$ cat src/rtl/platform_landing_detect.sv
// Per-frame landing detector: scans N_PLAT snapshotted platforms, picks the nearest hit, emits scroll distance and score.
// Optional macro PLAT_OVERRUN_CNT_EN adds an 8-bit saturating count of frame ticks dropped while busy.
module platform_landing_detect #(
    parameter int N_PLAT      = 8,
    parameter int PLAT_HALF_W = 20,
    parameter int DOODLE_HALF = 8,
    parameter int SCROLL_LINE = 120,
    parameter int MAX_SCROLL  = 15,
    parameter int SCREEN_H    = 240
) (
    input  logic                  Clk,
    input  logic                  Reset_n,
    input  logic                  frame_clk,
    input  logic [9:0]            Doodle_X,
    input  logic [9:0]            Doodle_Y,
    input  logic [9:0]            Doodle_Y_vel,
    input  logic [10*N_PLAT-1:0]  Plat_X_all,
    input  logic [10*N_PLAT-1:0]  Plat_Y_all,
    output logic                  land_pulse,
    output logic [2:0]            land_idx,
    output logic [9:0]            distance,
    output logic                  scroll_valid,
    output logic                  busy,
    output logic [15:0]           score
`ifdef PLAT_OVERRUN_CNT_EN
    ,
    output logic [7:0]            overrun_cnt
`endif
);
    localparam logic [1:0] S_IDLE    = 2'd0;
    localparam logic [1:0] S_SCAN    = 2'd1;
    localparam logic [1:0] S_RESOLVE = 2'd2;
    localparam logic [1:0] S_OUTPUT  = 2'd3;

    localparam logic [10:0] HALF_11   = 11'(DOODLE_HALF);
    localparam logic [9:0]  REACH_X   = 10'(PLAT_HALF_W + DOODLE_HALF);
    localparam logic [9:0]  SCREEN_10 = 10'(SCREEN_H);
    localparam logic [9:0]  SCROLL_10 = 10'(SCROLL_LINE);
    localparam logic [9:0]  MAX_10    = 10'(MAX_SCROLL);
    localparam logic [2:0]  LAST_IDX  = 3'(N_PLAT - 1);

    logic [1:0]  state_reg;
    logic [2:0]  sync_reg;
    logic [2:0]  idx_reg;
    logic [9:0]  dx_reg, dy_reg, vel_reg;
    logic        found_reg;
    logic [10:0] best_gap_reg;
    logic [2:0]  best_idx_reg;
    logic [9:0]  dist_reg;
    logic [9:0]  plat_x_reg [N_PLAT];
    logic [9:0]  plat_y_reg [N_PLAT];

    // frame_clk is asynchronous: two flops to resolve metastability, third for edge detect
    logic start;
    assign start = sync_reg[1] & ~sync_reg[2];
    assign busy  = (state_reg != S_IDLE);

    genvar gi;
    generate
        for (gi = 0; gi < N_PLAT; gi++) begin : g_snap
            always_ff @(posedge Clk or negedge Reset_n) begin
                if (!Reset_n) begin
                    plat_x_reg[gi] <= '0;
                    plat_y_reg[gi] <= '0;
                end else if (state_reg == S_IDLE && start) begin
                    plat_x_reg[gi] <= Plat_X_all[10*gi +: 10];
                    plat_y_reg[gi] <= Plat_Y_all[10*gi +: 10];
                end
            end
        end
    endgenerate

    logic [9:0]  cur_px, cur_py, dx_abs, dist_next;
    logic [10:0] bottom, py11, gap;
    logic [11:0] reach;
    logic        vel_pos, hit, better;
    logic [16:0] score_sum;

    always_comb begin
        cur_px    = plat_x_reg[idx_reg];
        cur_py    = plat_y_reg[idx_reg];
        vel_pos   = !vel_reg[9] && (vel_reg != 10'd0);
        bottom    = {1'b0, dy_reg} + HALF_11;
        py11      = {1'b0, cur_py};
        reach     = {1'b0, bottom} + {3'b000, vel_reg[8:0]};
        dx_abs    = (dx_reg >= cur_px) ? (dx_reg - cur_px) : (cur_px - dx_reg);
        gap       = py11 - bottom;
        hit       = vel_pos && (cur_py < SCREEN_10) && (bottom <= py11) &&
                    (reach >= {1'b0, py11}) && (dx_abs <= REACH_X);
        // strict compare keeps the lower index on equal gaps
        better    = hit && (!found_reg || gap < best_gap_reg);
        dist_next = 10'd0;
        if (dy_reg < SCROLL_10)
            dist_next = ((SCROLL_10 - dy_reg) > MAX_10) ? MAX_10 : (SCROLL_10 - dy_reg);
        score_sum = {1'b0, score} + {7'd0, dist_reg};
    end

    always_ff @(posedge Clk or negedge Reset_n) begin
        if (!Reset_n) begin
            state_reg    <= S_IDLE;
            sync_reg     <= '0;
            idx_reg      <= '0;
            dx_reg       <= '0;
            dy_reg       <= '0;
            vel_reg      <= '0;
            found_reg    <= 1'b0;
            best_gap_reg <= '0;
            best_idx_reg <= '0;
            dist_reg     <= '0;
            land_pulse   <= 1'b0;
            land_idx     <= '0;
            distance     <= '0;
            scroll_valid <= 1'b0;
            score        <= '0;
        end else begin
            sync_reg     <= {sync_reg[1:0], frame_clk};
            land_pulse   <= 1'b0;
            scroll_valid <= 1'b0;
            case (state_reg)
                S_IDLE: begin
                    if (start) begin
                        dx_reg    <= Doodle_X;
                        dy_reg    <= Doodle_Y;
                        vel_reg   <= Doodle_Y_vel;
                        found_reg <= 1'b0;
                        idx_reg   <= '0;
                        state_reg <= S_SCAN;
                    end
                end
                S_SCAN: begin
                    if (better) begin
                        found_reg    <= 1'b1;
                        best_gap_reg <= gap;
                        best_idx_reg <= idx_reg;
                    end
                    idx_reg <= idx_reg + 3'd1;
                    if (idx_reg == LAST_IDX)
                        state_reg <= S_RESOLVE;
                end
                S_RESOLVE: begin
                    dist_reg  <= dist_next;
                    state_reg <= S_OUTPUT;
                end
                default: begin
                    distance     <= dist_reg;
                    scroll_valid <= 1'b1;
                    if (found_reg) begin
                        land_pulse <= 1'b1;
                        land_idx   <= best_idx_reg;
                    end
                    score     <= score_sum[16] ? 16'hFFFF : score_sum[15:0];
                    state_reg <= S_IDLE;
                end
            endcase
        end
    end

`ifdef PLAT_OVERRUN_CNT_EN
    always_ff @(posedge Clk or negedge Reset_n) begin
        if (!Reset_n)
            overrun_cnt <= '0;
        else if (start && busy && overrun_cnt != 8'hFF)
            overrun_cnt <= overrun_cnt + 8'd1;
    end
`endif
endmodule

$ cat config.mk
export PLATFORM = sky130hd
export DESIGN_NAME = platform_landing_detect
export DESIGN_NICKNAME = d
export VERILOG_FILES = /design/src/rtl/platform_landing_detect.sv
export SDC_FILE = /design/constraint.sdc
export NUM_CORES = 1
export LEC_CHECK = 0
export ABC_AREA = 1
export BUFFER_PORTS_ARGS = -buffer_cell sky130_fd_sc_hd__buf_2
export CORE_ASPECT_RATIO = 0.9
export CORE_MARGIN = 2
export CORE_UTILIZATION = 40
export DETAILED_ROUTE_END_ITERATION = 10
export PLACE_DENSITY = 0.6
export SYNTH_ARGS = -nofsm -noshare
export SYNTH_HDL_FRONTEND = slang
export SYNTH_SLANG_ARGS = --single-unit
export TNS_END_PERCENT = 20
$ cat constraint.sdc
create_clock -name Clk -period 4.62 [get_ports Clk]
set_clock_uncertainty 0.05 [all_clocks]
set_input_delay 0.924 -clock Clk [delete_from_list [all_inputs] [get_ports Clk]]
set_output_delay 0.924 -clock Clk [all_outputs]
set_load 0.01 [all_outputs]
==> results of run 1 <==
==> cells in the final DEF, fill, tap and decap left out, types with 3 or more instances in the layout <==
master and instances:
nand3b_1 3, nand2_1 287, xor2_1 20, a21oi_1 118, mux2_2 130, ha_1 80
nand4_1 20, inv_1 201, buf_12 5, nor3_1 10, o21ai_0 101, fa_1 3
nand3_1 75, clkbuf_1 3, o21ai_1 7, bufinv_16 5, clkinv_2 7, xnor2_1 11
or2_2 3, buf_4 15, buf_2 223, nor2_2 3, o21bai_1 4, clkbuf_8 4
dfrtp_1 252, inv_6 4, clkbuf_16 30, nor2_1 187, nand2_2 6, o22ai_1 33
==> stage by stage <==
step	utilization	cell area, um2
after global placement	0.4534	15890
after global routing	0.4838	16960
after CTS	0.4827	16920
after floorplan	-	14220
after detailed placement	0.4534	15890
final	0.4839	16960
==> cells by family (layout without fill, tap and decap cells) <==
kind of cell | after synthesis | after routing | share of synthesized area
DFF | 254 | 254 | 0.4471
and+or+nand+nor | 605 | 605 | 0.1794
buffers and inverters | 271 | 504 | 0.07366
xor gates and xnor gates | 31 | 31 | 0.01910
muxes | 130 | 130 | 0.1030
AOI/OAI and AO/OA | 276 | 276 | 0.1032
other | 0 | 2 | 0
adders and majority gates | 83 | 83 | 0.07463
==> final cells by class <==
type / count / area [um2]
clock inverters: 18 / 235.2
inverters: 204 / 765.7
clock buffers: 36 / 792.0
repair buffers: 246 / 1380
fillers: 3435 / 18090
flip-flops and latches: 254 / 6361
diodes: 2 / 5.005
well taps: 469 / 586.8
multi-input cells: 1125 / 6837
==> worst paths after layout <==
path / from / to / slack (ns)
setup / recovery: idx_reg[0] / best_gap_reg[0] / 0.45
hold / removal: sync_reg[0] / sync_reg[1] / 0.30
setup reg to reg: idx_reg[0] / best_gap_reg[0] / 0.45
hold reg to reg: sync_reg[0] / sync_reg[1] / 0.30
max in group asynchronous: Reset_n / plat_x_reg[34] / 3.17
min in group asynchronous: Reset_n / plat_y_reg[54] / 0.33
==> routing by layer <==
| metal | up-vias | global-route usage | share of wire | wire length, um |
|---|---|---|---|---|
| met2 | 321 | 0.3221 | 0.44 | 17070 |
| li1 | 5834 | - | - | - |
| met3 | 40 | 0.04211 | 0.063 | 2462 |
| met4 | 8 | 0.03912 | 0.016 | 617 |
| met5 | - | 0 | 0.0013 | 52 |
| met1 | 5675 | 0.3094 | 0.48 | 18850 |
==> what timing repair did <==
action / in CTS / in global routing
endpoints found under the hold margin: 0 / 0
resized for setup: 0 / 7
setup endpoints to repair: 0 / 14
==> results.ini, run 1 <==
[status]
status=complete, no violations

[min_path]
hold_class=register to register
whs_path_depth=0

[sta]
setup_viol=0
setup_tns_ns=0
slew_headroom=0.3083
rsz0062_at_grt=false
hold_ws_ns=0.3047
fmax_ghz=0.2396
fin_ws_ns=0.4455
finalHoldViolCount=0
drv_slew=0
final.period_utilization=0.9036
tightest_slew_ns=1.038
min_period_ns=4.174

[synthesis]
synth.most_common_cell=nand2_1
netlist_top_cells_count=288 x nand2_1, 254 x dfrtp_1, 202 x inv_1
syn-cell-area_mm2=0.01422
synth_warnings=0
synth_seq_area_share=0.4471
synth_edf_count=0
async_flop_share=1.000
yosysTopAreaCell=dfrtp_1
syn_inst=1650
syn_avg_cell_area_um2=8.617
ys.flop_type=dfrtp_1
yosysTopAreaCellShare=0.4471
ys_ff_latch=254
syn_nets=1926
ys_top_cells_by_area=dfrtp_1 45%, mux2_2 10%, nand2_1 7.6%
yosysUniqueCellTypes=46

[global_route]
grt_pass1_vias=11514
grt_max_degree=105
grt_util_all_layers=0.2100
grt_overflow=0
antenna_found_initial=5
grt_first_pass_wirelength_um=62070

[route]
ant_nets=0
vias=11878
wl_per_cell_um=16.59
drc_errors=0
drt-vias-per-instance=5.046
first_pass_iters=5
drt_wl_total_um=39050
dr.first_iter.drc_count=704

[setup_path]
cp_cell_sequence=inv_2, buf_6, o21ai_0, o22ai_1, nand2_1, o21ai_0, ha_1, a21oi_1, o21ai_1, a21oi_1, nor2_1, nor2_1, xor2_1, ha_1, nand2_1, nor2_1, nand3_1, o2111ai_1, a21oi_1, buf_4, nand3_4, nand2_1, nand2_1
crit_type=register to register
crit_required_ns=5.02
reg2reg_depth=23
crit_cells=23
crit_top_cell=nand2_1
worstPathArrival_ns=4.57
endpoint_kind=register
crit_path_top_delay_cell=dfrtp_4
worstSetupStartpointType=register
critical_path.max_stage_delay_ns=0.51
path_max_fanout=22
critical_path.top_delay_family=compound AO/OA/AOI/OAI gates
critPathBufInv=3

[clock_tree]
htree_levels=1
cts_tree=built
clk_pin_slew_worst_paths_ns=0.06
clockRootBuffer=clkbuf_16
post-cts-setup-buffers=0
clkLatencyLatePin_ns=0.55
cts_made_buffers=29
cts.sink_count=254
clk_path_buf_depth=3
postCtsHoldBufs=0

[placed_design]
gp_congestion=0.8906
dp_hpwl_um=28700
io_buffers=224
post-place-ws_ns=0.2378
placed_cells=2297

[finish]
drive_gt1_frac=0.2411
nNetsFinal=2136
syn_to_final_growth_pct=19.31
instances_no_fill=2354

[die]
ioPinCount=225
die_area_mm2=0.03707
core.rowCount=65
initial_utilization=0.4056
die_x_um=202.7
die_h_um=182.9
fp.coreArea_mm2=0.03505

[job]
max-cap-violations=0

Power of run 1 is not shown: default switching activity piles up to over one toggle a cycle in this logic, so the estimate is an artifact.
==> run 2, diff against run 1 <==
--- a/config.mk
+++ b/config.mk
@@ -9,9 +9,9 @@
 export BUFFER_PORTS_ARGS = -buffer_cell sky130_fd_sc_hd__buf_2
 export CORE_ASPECT_RATIO = 0.9
 export CORE_MARGIN = 2
-export CORE_UTILIZATION = 40
+export CORE_UTILIZATION = 45
 export DETAILED_ROUTE_END_ITERATION = 10
-export PLACE_DENSITY = 0.6
+export PLACE_DENSITY = 0.64
 export SYNTH_ARGS = -nofsm -noshare
 export SYNTH_HDL_FRONTEND = slang
 export SYNTH_SLANG_ARGS = --single-unit
==> constraint.sdc (replaced) <==
create_clock -name Clk -period 5.4 [get_ports Clk]
set_clock_uncertainty 0.05 [all_clocks]
set_input_delay 1.08 -clock Clk [delete_from_list [all_inputs] [get_ports Clk]]
set_output_delay 1.08 -clock Clk [all_outputs]
set_load 0.01 [all_outputs]
==> run 2 against run 1 <==
  * Critical path depth is 1 lower
  * Setup slack gained 0.23 ns
  * Global-route usage grew 2.2 points
  * Critical path type unchanged
  * Critical endpoint is now best_gap_reg[2]
  * Highest routed layer unchanged
==> results.ini, run 2 (synthesized netlist as in run 1, its figures left out) <==
[route]
drt-vias-per-instance=5.168
dr.first_iter.drc_count=763
vias=11799
drc_errors=0
first_pass_iters=5
drt_wl_total_um=38180
wl_per_cell_um=16.72
ant_nets=0

[global_route]
grt_pass1_vias=11713
antenna_found_initial=9
grt_max_degree=110
grt_first_pass_wirelength_um=61590
grt_util_all_layers=0.2324
grt_overflow=0

[die]
fp.coreArea_mm2=0.03099
die_area_mm2=0.03303
ioPinCount=225
die_x_um=191.4
initial_utilization=0.4588
core.rowCount=61
die_h_um=172.6

[sta]
rsz0062_at_grt=false
fmax_ghz=0.2115
drv_slew=0
slew_headroom=0.3841
final.period_utilization=0.8754
finalHoldViolCount=0
setup_viol=0
setup_tns_ns=0
tightest_slew_ns=0.9238
min_period_ns=4.727

[setup_path]
path_max_fanout=36
crit_path_top_delay_cell=dfrtp_4
cp_cell_sequence=inv_2, buf_12, o21ai_0, o22ai_1, inv_1, o21ai_0, ha_1, a21oi_1, o21ai_0, a21oi_1, nor2_1, nor2_1, xor2_1, ha_1, nand2_1, nor2_1, nand3_1, o2111ai_1, a21oi_2, nand3_4, nand2_1, nand2_1
crit_cells=22
crit_required_ns=5.79
worstPathArrival_ns=5.11
critical_path.max_stage_delay_ns=0.60
crit_type=register to register
worstSetupStartpointType=register
critical_path.top_delay_family=compound AO/OA/AOI/OAI gates
reg2reg_depth=22
worstSetupStartpoint=idx_reg[0]
r2r_start=idx_reg[0]
critPathBufInv=3
endpoint_kind=register

[min_path]
whs_path_depth=0
hp-start=sync_reg[0]
hold_class=register to register

[clock_tree]
htree_levels=1
clockRootBuffer=clkbuf_16
clk_path_buf_depth=3
postCtsHoldBufs=0
post-cts-setup-buffers=0
cts_tree=built
clkLatencyLatePin_ns=0.55
postCtsResizedCells=0
cts.sink_count=254
cts_made_buffers=28
clk_pin_slew_worst_paths_ns=0.06

[status]
status=complete, no violations

[placed_design]
dp_hpwl_um=28330
io_buffers=224
placed_cells=2231
gp_congestion=0.8887

[finish]
fillers=2955
drive_gt1_frac=0.2350
instances_no_fill=2283
final_common_cell=nand2_1
utilization=0.5430
syn_to_final_growth_pct=18.36
multiInputGateArea_mm2=0.006830
seq_area_mm2=0.006361
nNetsFinal=2128
mostFrequentLayoutCells=288 x nand2_1, 252 x dfrtp_1, 223 x buf_2

[job]
max-cap-violations=0

[run 2: cell count changes in the layout (fill, tap and decap cells not counted), moves of 2 or more]
cell       delta
buf_12        -2
o21ai_0       +3
bufinv_16     +3
buf_4         -3
clkinv_2      -4
inv_6         -4
o21ai_1       -2
[run 2: area by class of cell]
| cell class | count | area share |
|---|---|---|
| Clock buffer | 38 | 0.04811 |
| Antenna cell | 2 | 0.0002974 |
| Clock inverter | 12 | 0.01561 |
| Inverter | 204 | 0.04551 |
| Timing Repair Buffer | 239 | 0.07614 |
| Sequential cell | 254 | 0.3780 |
| Multi-Input combinational cell | 1125 | 0.4059 |
| Tap cell | 409 | 0.03041 |
[run 2: routing by layer]
metal | wire, um | up-vias | part of all wire | track usage
met5 | 59 | - | 0.0015 | 0
met4 | 902 | 10 | 0.024 | 0.06058
met3 | 2398 | 65 | 0.063 | 0.04810
met2 | 16630 | 319 | 0.44 | 0.3551
met1 | 18190 | 5596 | 0.48 | 0.3356
li1 | - | 5809 | - | -
[run 2: through the flow]
stage	worst slack, ns	instance area [um2]	hold slack [ns]
2_1_floorplan	1.116	14220	0.2812
3_3_place_gp	0.5362	15750	0.3044
3_5_place_dp	0.4663	15750	0.3058
4_1_cts	0.4248	16820	0.3199
5_1_grt	0.2007	16820	0.3350
6_report	0.6727	16830	0.3171
[run 2: final timing paths]
path | to | slack, ns
worst max-delay path | best_gap_reg[2] | 0.67
worst min-delay path | sync_reg[1] | 0.32
worst max register to register | best_gap_reg[2] | 0.67
worst min register to register | sync_reg[1] | 0.32
max in group asynchronous | idx_reg[0] | 3.62
min in group asynchronous | plat_y_reg[56] | 0.54
Power of run 2 is left out for the same reason.
